$ cat src/rtl/time_bcd_counter.sv
// Time-of-day counter in BCD digit fields (24-hour), advanced by a clk prescaler
// at 1 Hz and stepped by single-cycle minute/hour set pulses.
module time_bcd_counter #(
  parameter int TICKS_PER_SEC = 100_000_000
) (
  input  logic       clk,
  input  logic       rst_n,
  input  logic       run,
  input  logic       set_min_inc,
  input  logic       set_hr_inc,
  output logic [3:0] sec_ones,
  output logic [2:0] sec_tens,
  output logic [3:0] min_ones,
  output logic [2:0] min_tens,
  output logic [3:0] hr_ones,
  output logic [1:0] hr_tens,
  output logic       sec_tick,
  output logic       day_rollover
);

  localparam int PW = (TICKS_PER_SEC > 1) ? $clog2(TICKS_PER_SEC) : 1;
  localparam logic [PW-1:0] TERM = PW'(TICKS_PER_SEC - 1);

  logic [PW-1:0] presc;

  logic sec_max, min_max, hr_max;
  logic [3:0] sec_ones_nx, min_ones_nx, hr_ones_nx;
  logic [2:0] sec_tens_nx, min_tens_nx;
  logic [1:0] hr_tens_nx;

  assign sec_max = (sec_ones == 4'd9) && (sec_tens == 3'd5);
  assign min_max = (min_ones == 4'd9) && (min_tens == 3'd5);
  assign hr_max  = (hr_ones  == 4'd3) && (hr_tens  == 2'd2);

  // Each field's value after a +1 step with its own wrap; carries between
  // fields are decided in the sequential block.
  always_comb begin
    sec_ones_nx = (sec_ones == 4'd9) ? 4'd0 : sec_ones + 4'd1;
    sec_tens_nx = sec_tens;
    if (sec_ones == 4'd9) sec_tens_nx = (sec_tens == 3'd5) ? 3'd0 : sec_tens + 3'd1;

    min_ones_nx = (min_ones == 4'd9) ? 4'd0 : min_ones + 4'd1;
    min_tens_nx = min_tens;
    if (min_ones == 4'd9) min_tens_nx = (min_tens == 3'd5) ? 3'd0 : min_tens + 3'd1;

    hr_ones_nx = hr_ones + 4'd1;
    hr_tens_nx = hr_tens;
    if (hr_max) begin
      hr_ones_nx = 4'd0;
      hr_tens_nx = 2'd0;
    end else if (hr_ones == 4'd9) begin
      hr_ones_nx = 4'd0;
      hr_tens_nx = hr_tens + 2'd1;
    end
  end

  // NOTE: state uses non-blocking assignments so every field updates from the
  // same pre-edge values, which is what lets the BCD ripple happen in one edge.
  always_ff @(posedge clk) begin
    if (!rst_n) begin
      presc        <= '0;
      sec_ones     <= '0;
      sec_tens     <= '0;
      min_ones     <= '0;
      min_tens     <= '0;
      hr_ones      <= '0;
      hr_tens      <= '0;
      sec_tick     <= 1'b0;
      day_rollover <= 1'b0;
    end else begin
      sec_tick     <= 1'b0;
      day_rollover <= 1'b0;
      if (set_min_inc || set_hr_inc) begin
        // Setting the clock restarts the current second from zero.
        presc    <= '0;
        sec_ones <= '0;
        sec_tens <= '0;
        if (set_min_inc) begin
          min_ones <= min_ones_nx;
          min_tens <= min_tens_nx;
        end
        if (set_hr_inc) begin
          hr_ones <= hr_ones_nx;
          hr_tens <= hr_tens_nx;
        end
      end else if (run) begin
        if (presc == TERM) begin
          presc    <= '0;
          sec_tick <= 1'b1;
          sec_ones <= sec_ones_nx;
          sec_tens <= sec_tens_nx;
          if (sec_max) begin
            min_ones <= min_ones_nx;
            min_tens <= min_tens_nx;
          end
          if (sec_max && min_max) begin
            hr_ones <= hr_ones_nx;
            hr_tens <= hr_tens_nx;
          end
          day_rollover <= sec_max && min_max && hr_max;
        end else begin
          presc <= presc + 1'b1;
        end
      end
    end
  end

endmodule

$ cat config.mk
export PLATFORM = sky130hd
export DESIGN_NAME = time_bcd_counter
export DESIGN_NICKNAME = d
export VERILOG_FILES = /design/src/rtl/time_bcd_counter.sv
export SDC_FILE = /design/constraint.sdc
export NUM_CORES = 1
export LEC_CHECK = 0
export BUFFER_PORTS_ARGS = -buffer_cell sky130_fd_sc_hd__clkbuf_2
export CAP_MARGIN = 20
export CORE_MARGIN = 2
export CORE_UTILIZATION = 55
export CTS_BUF_LIST = sky130_fd_sc_hd__clkbuf_4
export CTS_CLUSTER_SIZE = 10
export DETAILED_ROUTE_END_ITERATION = 10
export GPL_TIMING_DRIVEN = 0
export PLACE_DENSITY = 0.85
export SLEW_MARGIN = 10
export SYNTH_ARGS = -nofsm -noshare
export SYNTH_HDL_FRONTEND = slang
export SYNTH_SLANG_ARGS = --single-unit
$ cat constraint.sdc
create_clock -name clk -period 2.3 [get_ports clk]
set_input_delay 0.115 -clock clk [delete_from_list [all_inputs] [get_ports clk]]
set_output_delay 0.115 -clock clk [all_outputs]
set_load 0.005 [all_outputs]
==> results of run 1 <==
==> logic make-up after synthesis <==
| logic type | synth area share, % |
|---|---|
| flip-flops | 39.5 |
| AO/OA/AOI/OAI | 7.31 |
| multiplexers | 2.47 |
| XOR/XNOR | 10.2 |
| adder cells (fa/ha/maj) | 1.51 |
| buffers and inverters | 3.48 |
| AND/OR/NAND/NOR | 35.5 |
==> metrics by stage <==
stage               setup TNS (ns)  total power [mW]  setup slack (ns)
finish                           0              1.35            0.0525
global route               -0.0208              1.41           -0.0208
CTS                              0              1.36           0.00152
detailed placement           -5.61             0.956            -0.258
floorplan                        0             0.930            0.0412
global placement             -4.63             0.953            -0.236
==> flip-flops by register name, summed over array words and instances, names as in the netlist <==
name / cells
presc: 27
hr_ones: 4
min_ones: 4
sec_ones: 4
min_tens: 3
sec_tens: 3
hr_tens: 2
day_rollover: 1
sec_tick: 1
==> power groups by stage <==
stage	clock network [mW]	logic [mW]	registers [mW]
global placement	0	0.0667	0.887
finish	0.405	0.0714	0.869
CTS	0.424	0.0697	0.869
global route	0.456	0.0799	0.871
floorplan	0	0.0448	0.886
detailed placement	0	0.0691	0.887
==> per-layer routing <==
| layer | GRT usage [%] | share of wire (%) | wire (um) |
|---|---|---|---|
| met1 | 25.5 | 45 | 2280 |
| met2 | 33.2 | 49 | 2480 |
| met3 | 4.84 | 3.7 | 186 |
| met4 | 7.55 | 1.3 | 67 |
| met5 | 0 | 0 | 0 |
==> worst paths after layout <==
check,endpoint,slack (ns),cells past startpoint
min reg2reg,min_tens[0]$_SDFFE_PN0P_,0.52,2
max reg2reg,hr_ones[2]$_SDFFE_PN0P_,0.05,5
min,min_ones[2]$_SDFFE_PN0P_,0.05,3
max,hr_ones[2]$_SDFFE_PN0P_,0.05,5
==> critical path: cells and delay by family (launching register included) <==
| family | cells | cell delay [ns] |
|---|---|---|
| AND/OR/NAND/NOR | 3 | 1.54 |
| flip-flops | 1 | 0.36 |
| AO/OA/AOI/OAI | 2 | 0.24 |
==> synth_stat cells (all sizes together), types with 2 or more instances <==
library cell and count:
a21boi 2, a21oi 10, a31oi 2, and2 2, and3 3, and4 3, buf 3, clkbuf 6
dfxtp 49, ha 3, inv 7, mux2i 5, nand2 22, nand2b 2, nand3 16, nand3b 3
nand4 10, nor2 46, nor2b 4, nor3 6, nor4 12, nor4b 3, o21ai 9, or2b 2
or3 5, or4 5, xnor2 21, xor2 8
==> final cells by class <==
type | instances | area share (%)
multi-input cells | 218 | 52.1
flip-flops and latches | 49 | 35.2
repair buffers | 28 | 5.27
well taps | 52 | 2.32
plain buffers | 8 | 2.10
clock buffers | 6 | 1.61
inverters | 7 | 0.939
clock inverters | 2 | 0.492
==> timing repair <==
item | CTS | global route
hold buffers | 0 | 0
gates resized for setup | 6 | 7
setup buffers | 0 | 3
setup endpoints to repair | 31 | 28
pin swaps | 2 | 2
==> run metrics, run 1 <==
grt total ovfl=0; Cell Chain, Critical Path=or4_4 > or4_4 > or4_4 > a21boi_2 > o32ai_1; full die area=5060 um2; status=completed; headroom to the max-slew limit=around three fifths; Worst setup EP type=flip-flop; final core utilization=roughly 64%; # rows=24; register share of total power=64.6%; Total Nets Final=325; Lkg Pwr=~0.98 nW; commonest non-fill, non-tap cells in the layout=dfxtp_1, nor2_1, clkbuf_2, nand2_1, xnor2_1; post-route DRC violation count=0; antenna violations before repair=0; crit-path most repeated cell=or4_4; Starting DRT DRC Count=155; layout cell share with drive strength beyond 1=21.1%; HPWL Detailed=about 3600 um; post-synthesis cell count=between 200 and 300; via/cell ratio=a little under 6; critical path type=flip-flop to flip-flop; crit path launch=presc[8]$_SDFFE_PP0P_; CTS Sinks=49; post-route ant nets=0; Pre-antenna DRT Iters=4; EDFF count, synth=0; Worst EP required=~2.6 ns; first-pass GRT wire length=8310 um; H-tree levels=2; dpl cells=360; switching part of the total=about 24%; sw power=roughly 0.33 mW; Min-Delay Path Class=input port to flip-flop; Int Pwr=1.02 mW; port bufs=25; non-filler cells, final=370; antenna cell count=0; max_cap viols=0; Min Hold Slack=around 0.054 ns; CP Launch Type=flip-flop; Unique masters post-synth=54; CTS max path bufs=2; launch point of the worst hold path=rst_n; Avg Cell Area, Syn=~9 um2; CP max-delay cell=or4_4; post-route minimum period=around 2.2 ns; CTS buffer count=5; GPL Wtd Cong=0.888; largest net degree at the start of global routing=16; Skew-Pair Late Insertion Delay=roughly 0.36 ns; Max FO, Critical Path=5; final setup vio count=0; Detailed Route WL=~5000 um; Fillers=370; P&R area growth vs syn=12.8%; Post-synth ARST share=0%; Root Buffer=clkbuf_4; vias post-DR=2,132; Slew Viols, Final=0; Seq. cell area=~1000 um2; pwr/cell area=481 nW/um2; most common cell after layout, fill and taps aside=dfxtp_1; RSZ-0062 raised after global routing=yes; Gate power share=~5.3%; Yosys top cell area share=about two fifths; Final Hold Violating Endpoints=0; post-route cell area=2800 um2; Seq cells post-synth=a little under 50; routed len/inst=roughly 14 um; RR Startpoint=presc[8]$_SDFFE_PP0P_; fmax=approximately 0.44 GHz; largest cells by area after synthesis=dfxtp_1, xnor2_1, nor2_1; area leader, netlist=dfxtp_1; die width=between 70 and 80 um; Die H=a little over 70 um; number of global-route vias before repair=1,936; gr usage total=between 20% and 30%; CTS tree=done; dominant synthesized flop cell=dfxtp_1; Arrival @ worst endpoint=2.50 ns; Synth Cell Area=between 2000 and 2500 um2; placed instance area=2670 um2; Slew @ Worst Pin=~0.62 ns; Yosys warnings=0; clock share of power=between 30% and 40%; worst ir drop on vdd=just over 0.0003 V; # IOs=27; CTS clk-pin slew, worst paths=about 0.15 ns; Post-Syn Nets=around 290; post-synthesis sequential area ratio=between 30% and 40%; Tcrit/Tclk final=a little over nine tenths; multi-input logic area=about 1500 um2; Setup Skew=roughly 0.018 ns; Initial Utilization=about 57%; CORE AREA=between 4000 and 5000 um2; Worst path max stage delay=a little under 0.6 ns
Note: power is estimated with default switching activity, not from simulation.
==> run 2, diff against run 1 <==
--- a/config.mk
+++ b/config.mk
@@ -14,6 +14,7 @@
 export DETAILED_ROUTE_END_ITERATION = 10
 export GPL_TIMING_DRIVEN = 0
 export PLACE_DENSITY = 0.85
+export RECOVER_POWER = 25
 export SLEW_MARGIN = 10
 export SYNTH_ARGS = -nofsm -noshare
 export SYNTH_HDL_FRONTEND = slang
==> constraint.sdc (replaced) <==
create_clock -name clk -period 2 [get_ports clk]
set_input_delay 0.1 -clock clk [delete_from_list [all_inputs] [get_ports clk]]
set_output_delay 0.1 -clock clk [all_outputs]
set_load 0.005 [all_outputs]
==> run metrics, run 2 (synthesized netlist as in run 1, its figures left out) <==
status=finished with violations; failing checks=setup timing; sw power=0.386 mW; final worst slack=-0.275 ns; final core utilization=a little under three quarters; post-route ant nets=0; CORE AREA=between 4000 and 5000 um2; first-pass GRT wire length=slightly below 10,000 um; antenna cell count=0; CP Launch Type=flip-flop; Stages on worst setup path=5; number of global-route vias before repair=2,153; Crit path buffers/inverters=0; worst r2r path cells=5; Power, Total=around 1.5 mW; commonest non-fill, non-tap cells in the layout=dfxtp_1, nor2_1, clkbuf_2, nand2_1, xnor2_1; Int Pwr=1.16 mW; fmax=~0.44 GHz; clock share of power=around 28%; post-route minimum period=2.27 ns; crit-path most repeated cell=or4_4; Initial Utilization=57.0%; post-route cell area=around 3100 um2; pwr/cell area=494 nW/um2; CP max-delay cell=or4_4; Pre-antenna DRT Iters=4; Slew @ Worst Pin=about 0.64 ns; Worst EP required=approximately 2.3 ns; final setup vio count=between 40 and 50; vias post-DR=2,307; H-tree levels=2; CTS max path bufs=2; Detailed Route WL=around 6200 um; Arrival @ worst endpoint=roughly 2.5 ns; placed instance area=between 2000 and 3000 um2; post-route DRC violation count=0; Lkg Pwr=around 1.1 nW; Skew-Pair Late Insertion Delay=approximately 0.38 ns; Gate power share=under 10%; P&R area growth vs syn=26.3%; CP delay by family, top=simple AND/OR/NAND/NOR gates; critical path type=flip-flop to flip-flop; Cell Chain, Critical Path=or4_4 > or4_4 > or4_4 > a21boi_2 > o32ai_2; layout cell share with drive strength beyond 1=between 30% and 40%; headroom to the max-slew limit=a little under three fifths; Worst setup EP type=flip-flop; GPL Wtd Cong=0.865; Total Nets Final=~340; register share of total power=between 60 and 70%; max_cap viols=0; worst ir drop on vdd=between 0.0003 and 0.0004 V; RSZ-0062 raised after global routing=yes; Slew Viols, Final=0; grt total ovfl=0; CTS clk-pin slew, worst paths=about 0.14 ns; CTS buffer count=5; Tcrit/Tclk final=114%; via/cell ratio=~6.0; routed len/inst=roughly 16 um; die width=just over 70 um; # rows=24; Worst path max stage delay=roughly 0.58 ns; Min-Delay Path Class=input port to flip-flop; Root Buffer=clkbuf_4; Setup Skew=0.0173 ns; gr usage total=about a quarter; Starting DRT DRC Count=between 100 and 150; CTS Sinks=between 40 and 50; largest net degree at the start of global routing=14; switching part of the total=25.0%; Die H=71.2 um; HPWL Detailed=3820 um; setup TNS=-7.11 ns; number of flip-flops in the largest register=27; CTS tree=done; most common cell after layout, fill and taps aside=dfxtp_1; antenna violations before repair=0; Max FO, Critical Path=5; cts hold-fix bufs=0; # IOs=27; Final Hold Violating Endpoints=0; pre-CTS WS=-0.367 ns; port bufs=25; full die area=approximately 5100 um2; Largest Register=presc; Cells on Worst Hold Path=3
[run 2: cell type report]
class	instances	area, um2
multi-input combinational	218	1610
fill	296	1220
sequential	49	986
timing repair buffer	47	323
buffer	8	80.1
tap	52	65.1
clock buffer	5	37.5
inverter	7	26.3
clock inverter	1	5.00
[run 2: metrics by stage]
step	instances	hold WS [ns]
6_report	387	0.0630
5_1_grt	387	0.0620
4_1_cts	381	0.0396
3_5_place_dp	360	0.439
3_3_place_gp	360	0.426
2_1_floorplan	283	0.248
[run 2: repair_timing]
action                                  in CTS  in global routing
setup buffers                               15                  6
pin swaps                                    8                 14
endpoints found under the setup margin      41                 47
gates resized for setup                     22                 28
cloned                                       0                  1
[run 2: worst reg2reg max path, delay by kind of cell (launching register included)]
kind,cells,cell delay (ns)
flip-flops,1,0.36
AND/OR/NAND/NOR,3,1.53
AO/OA/AOI/OAI,2,0.28
[run 2: path summary, 6_finish.rpt]
path,from,endpoint,slack (ns)
setup / recovery,presc[8]$_SDFFE_PP0P_,hr_ones[2]$_SDFFE_PN0P_,-0.27
hold / removal,set_hr_inc,hr_tens[0]$_SDFFE_PN0P_,0.06
setup reg to reg,presc[8]$_SDFFE_PP0P_,hr_ones[2]$_SDFFE_PN0P_,-0.27
hold reg to reg,hr_tens[0]$_SDFFE_PN0P_,hr_tens[0]$_SDFFE_PN0P_,0.54
[run 2: power by group through the flow]
stage / clock network, mW / logic (mW) / registers [mW]
CTS: 0.434 / 0.0938 / 1.00
floorplan: 0 / 0.0520 / 1.02
global route: 0.469 / 0.125 / 1.00
finish: 0.429 / 0.117 / 1.00
detailed placement: 0 / 0.0821 / 1.02
global placement: 0 / 0.0777 / 1.02
[run 2: layer usage]
| layer | track usage (%) | wire (um) | vias to the layer above |
|---|---|---|---|
| li1 | - | - | 1112 |
| met1 | 27.5 | 2630 | 1092 |
| met2 | 41.9 | 3040 | 81 |
| met3 | 4.99 | 307 | 22 |
| met4 | 8.18 | 214 | 0 |
| met5 | 0 | 0 | - |
==> run 3, diff against run 2 <==
--- a/config.mk
+++ b/config.mk
@@ -8,12 +8,12 @@
 export BUFFER_PORTS_ARGS = -buffer_cell sky130_fd_sc_hd__clkbuf_2
 export CAP_MARGIN = 20
 export CORE_MARGIN = 2
-export CORE_UTILIZATION = 55
+export CORE_UTILIZATION = 60
 export CTS_BUF_LIST = sky130_fd_sc_hd__clkbuf_4
 export CTS_CLUSTER_SIZE = 10
 export DETAILED_ROUTE_END_ITERATION = 10
 export GPL_TIMING_DRIVEN = 0
-export PLACE_DENSITY = 0.85
+export PLACE_DENSITY = 0.88
 export RECOVER_POWER = 25
 export SLEW_MARGIN = 10
 export SYNTH_ARGS = -nofsm -noshare
==> constraint.sdc (replaced) <==
create_clock -name clk -period 2.4 [get_ports clk]
set_input_delay 0.12 -clock clk [delete_from_list [all_inputs] [get_ports clk]]
set_output_delay 0.12 -clock clk [all_outputs]
set_load 0.005 [all_outputs]
==> run metrics, run 3 (synthesized netlist as in run 1, its figures left out) <==
status=completed; antenna cell count=0; post-route ant nets=0; die width=around 68 um; Worst setup EP type=flip-flop; GR met2 Demand/Resource=between 30% and 40%; Total Nets Final=327; full die area=around 4700 um2; reg-to-reg setup timing slack=roughly 0.064 ns; Slew @ Worst Pin=0.519 ns; Lkg Pwr=0.939 nW; number of global-route vias before repair=1,835; CTS Sinks=between 40 and 50; Arrival @ worst endpoint=~2.7 ns; via/cell ratio=approximately 5.9; Pre-antenna DRT Iters=4; Int Pwr=around 1.1 mW; busiest layer in global routing=met2; vias post-DR=about 2,200; antenna violations before repair=0; commonest non-fill, non-tap cells in the layout=dfxtp_1, nor2_1, nand2_1, xnor2_1, clkbuf_1; Root Buffer=clkbuf_4; Final Hold Violating Endpoints=0; cts hold-fix bufs=0; Initial Utilization=around 62%; max_cap viols=0; Skew-Pair Late Insertion Delay=a little under 0.4 ns; # IOs=27; setup TNS=0 ns; number of flip-flops in the largest register=27; layout cell share with drive strength beyond 1=16.3%; register share of total power=between 50% and 60%; met1 Use GR=27.2%; Worst EP required=2.74 ns; H-tree levels=2; Detailed Route WL=about 5300 um; CTS max path bufs=2; CP Launch Type=flip-flop; fmax=0.428 GHz; Largest Register=presc; CORE AREA=about 4000 um2; # rows=23; worst ir drop on vdd=~0.00032 V; Slew Viols, Final=0; grt total ovfl=0; post-route DRC violation count=0; Setup Skew=approximately 0.018 ns; gr usage total=around 23%; HPWL Detailed=roughly 3500 um; final setup vio count=0; CTS buffer count=5; Max FO, Critical Path=5; Die H=about 70 um; launch point of the worst hold path=rst_n; switching part of the total=between 20% and 30%; final worst slack=~0.064 ns; GPL Wtd Cong=a little under 0.8; pwr/cell area=~500 nW/um2; sw power=between 0.3 and 0.4 mW; post-route minimum period=between 2 and 2.5 ns; CTS clk-pin slew, worst paths=0.15 ns; pre-CTS WS=-0.151 ns; Tcrit/Tclk final=between 90 and 100%; crit path launch=presc[8]$_SDFFE_PP0P_; most common cell after layout, fill and taps aside=dfxtp_1; routing usage on met3=slightly above 5%; routed len/inst=between 10 and 15 um; port bufs=25; Gate power share=approximately 5.0%; clock share of power=a little over a third; P&R area growth vs syn=13.2%; critical path type=flip-flop to flip-flop; non-filler cells, final=370; first-pass GRT wire length=between 7000 and 8000 um; CTS tree=done; largest net degree at the start of global routing=16; headroom to the max-slew limit=around 65%; Min-Delay Path Class=input port to flip-flop; Starting DRT DRC Count=around 170; dpl cells=358; RR Startpoint=presc[8]$_SDFFE_PP0P_
run 3: changes by cell type in the layout (fill, tap and decap cells not counted), moves of 5 or more:
| cell | before | now |
|---|---|---|
| buf_6 | 7 | 2 |
| clkbuf_2 | 23 | 13 |
| buf_4 | 16 | 4 |
| a21oi_1 | 4 | 10 |
| a21oi_2 | 6 | 0 |
| clkbuf_1 | 4 | 17 |
run 3: cell type report:
class,instances,area (um2)
fill,321,1190
clock buffer,6,45.0
buffer,9,62.6
inverter,7,26.3
timing repair buffer,29,138
sequential,49,982
multi-input combinational,218,1450
clock inverter,2,38.8
tap,50,62.6
run 3: layer usage:
metal / share of wire [%] / vias up
met4: 2.7 / 0
met1: 44 / 1025
met2: 48 / 70
met5: 0 / -
li1: - / 1078
met3: 5.2 / 16
run 3: final timing paths:
check                                   to  cells past startpoint
setup reg to reg   hr_ones[3]$_SDFFE_PN0P_                      5
setup / recovery   hr_ones[3]$_SDFFE_PN0P_                      5
hold / removal    min_ones[2]$_SDFFE_PN0P_                      3
hold reg to reg   min_tens[0]$_SDFFE_PN0P_                      2
run 3: timing repair:
| item | 4_1_cts | 5_1_grt |
|---|---|---|
| buffers inserted | 0 | 4 |
| pin swaps | 0 | 2 |
| endpoints found under the setup margin | 23 | 29 |
| gates resized for setup | 4 | 5 |
run 3: per-stage QoR:
stage | hold slack [ns] | util (%) | cell area (um2) | total power, mW
after floorplan | 0.268 | - | 2480 | 0.892
after global placement | 0.438 | 66.7 | 2670 | 0.914
after detailed placement | 0.446 | 66.7 | 2670 | 0.916
after CTS | 0.0396 | 69.2 | 2770 | 1.42
after global routing | 0.0375 | 70.2 | 2810 | 1.45
final | 0.0479 | 70.2 | 2810 | 1.41
run 3: critical path, cell delays in order (launching register included):
cell	delay, ns
dfxtp_2	0.38
or4_4	0.57
or4_4	0.47
or4_4	0.55
a21boi_2	0.16
o221a_1	0.17
run 3: power by group through the flow:
stage | clock network, mW | logic (mW) | registers [mW]
2_1_floorplan | 0 | 0.0430 | 0.849
3_3_place_gp | 0 | 0.0643 | 0.849
3_5_place_dp | 0 | 0.0665 | 0.850
4_1_cts | 0.515 | 0.0690 | 0.832
5_1_grt | 0.537 | 0.0786 | 0.834
6_report | 0.510 | 0.0700 | 0.833
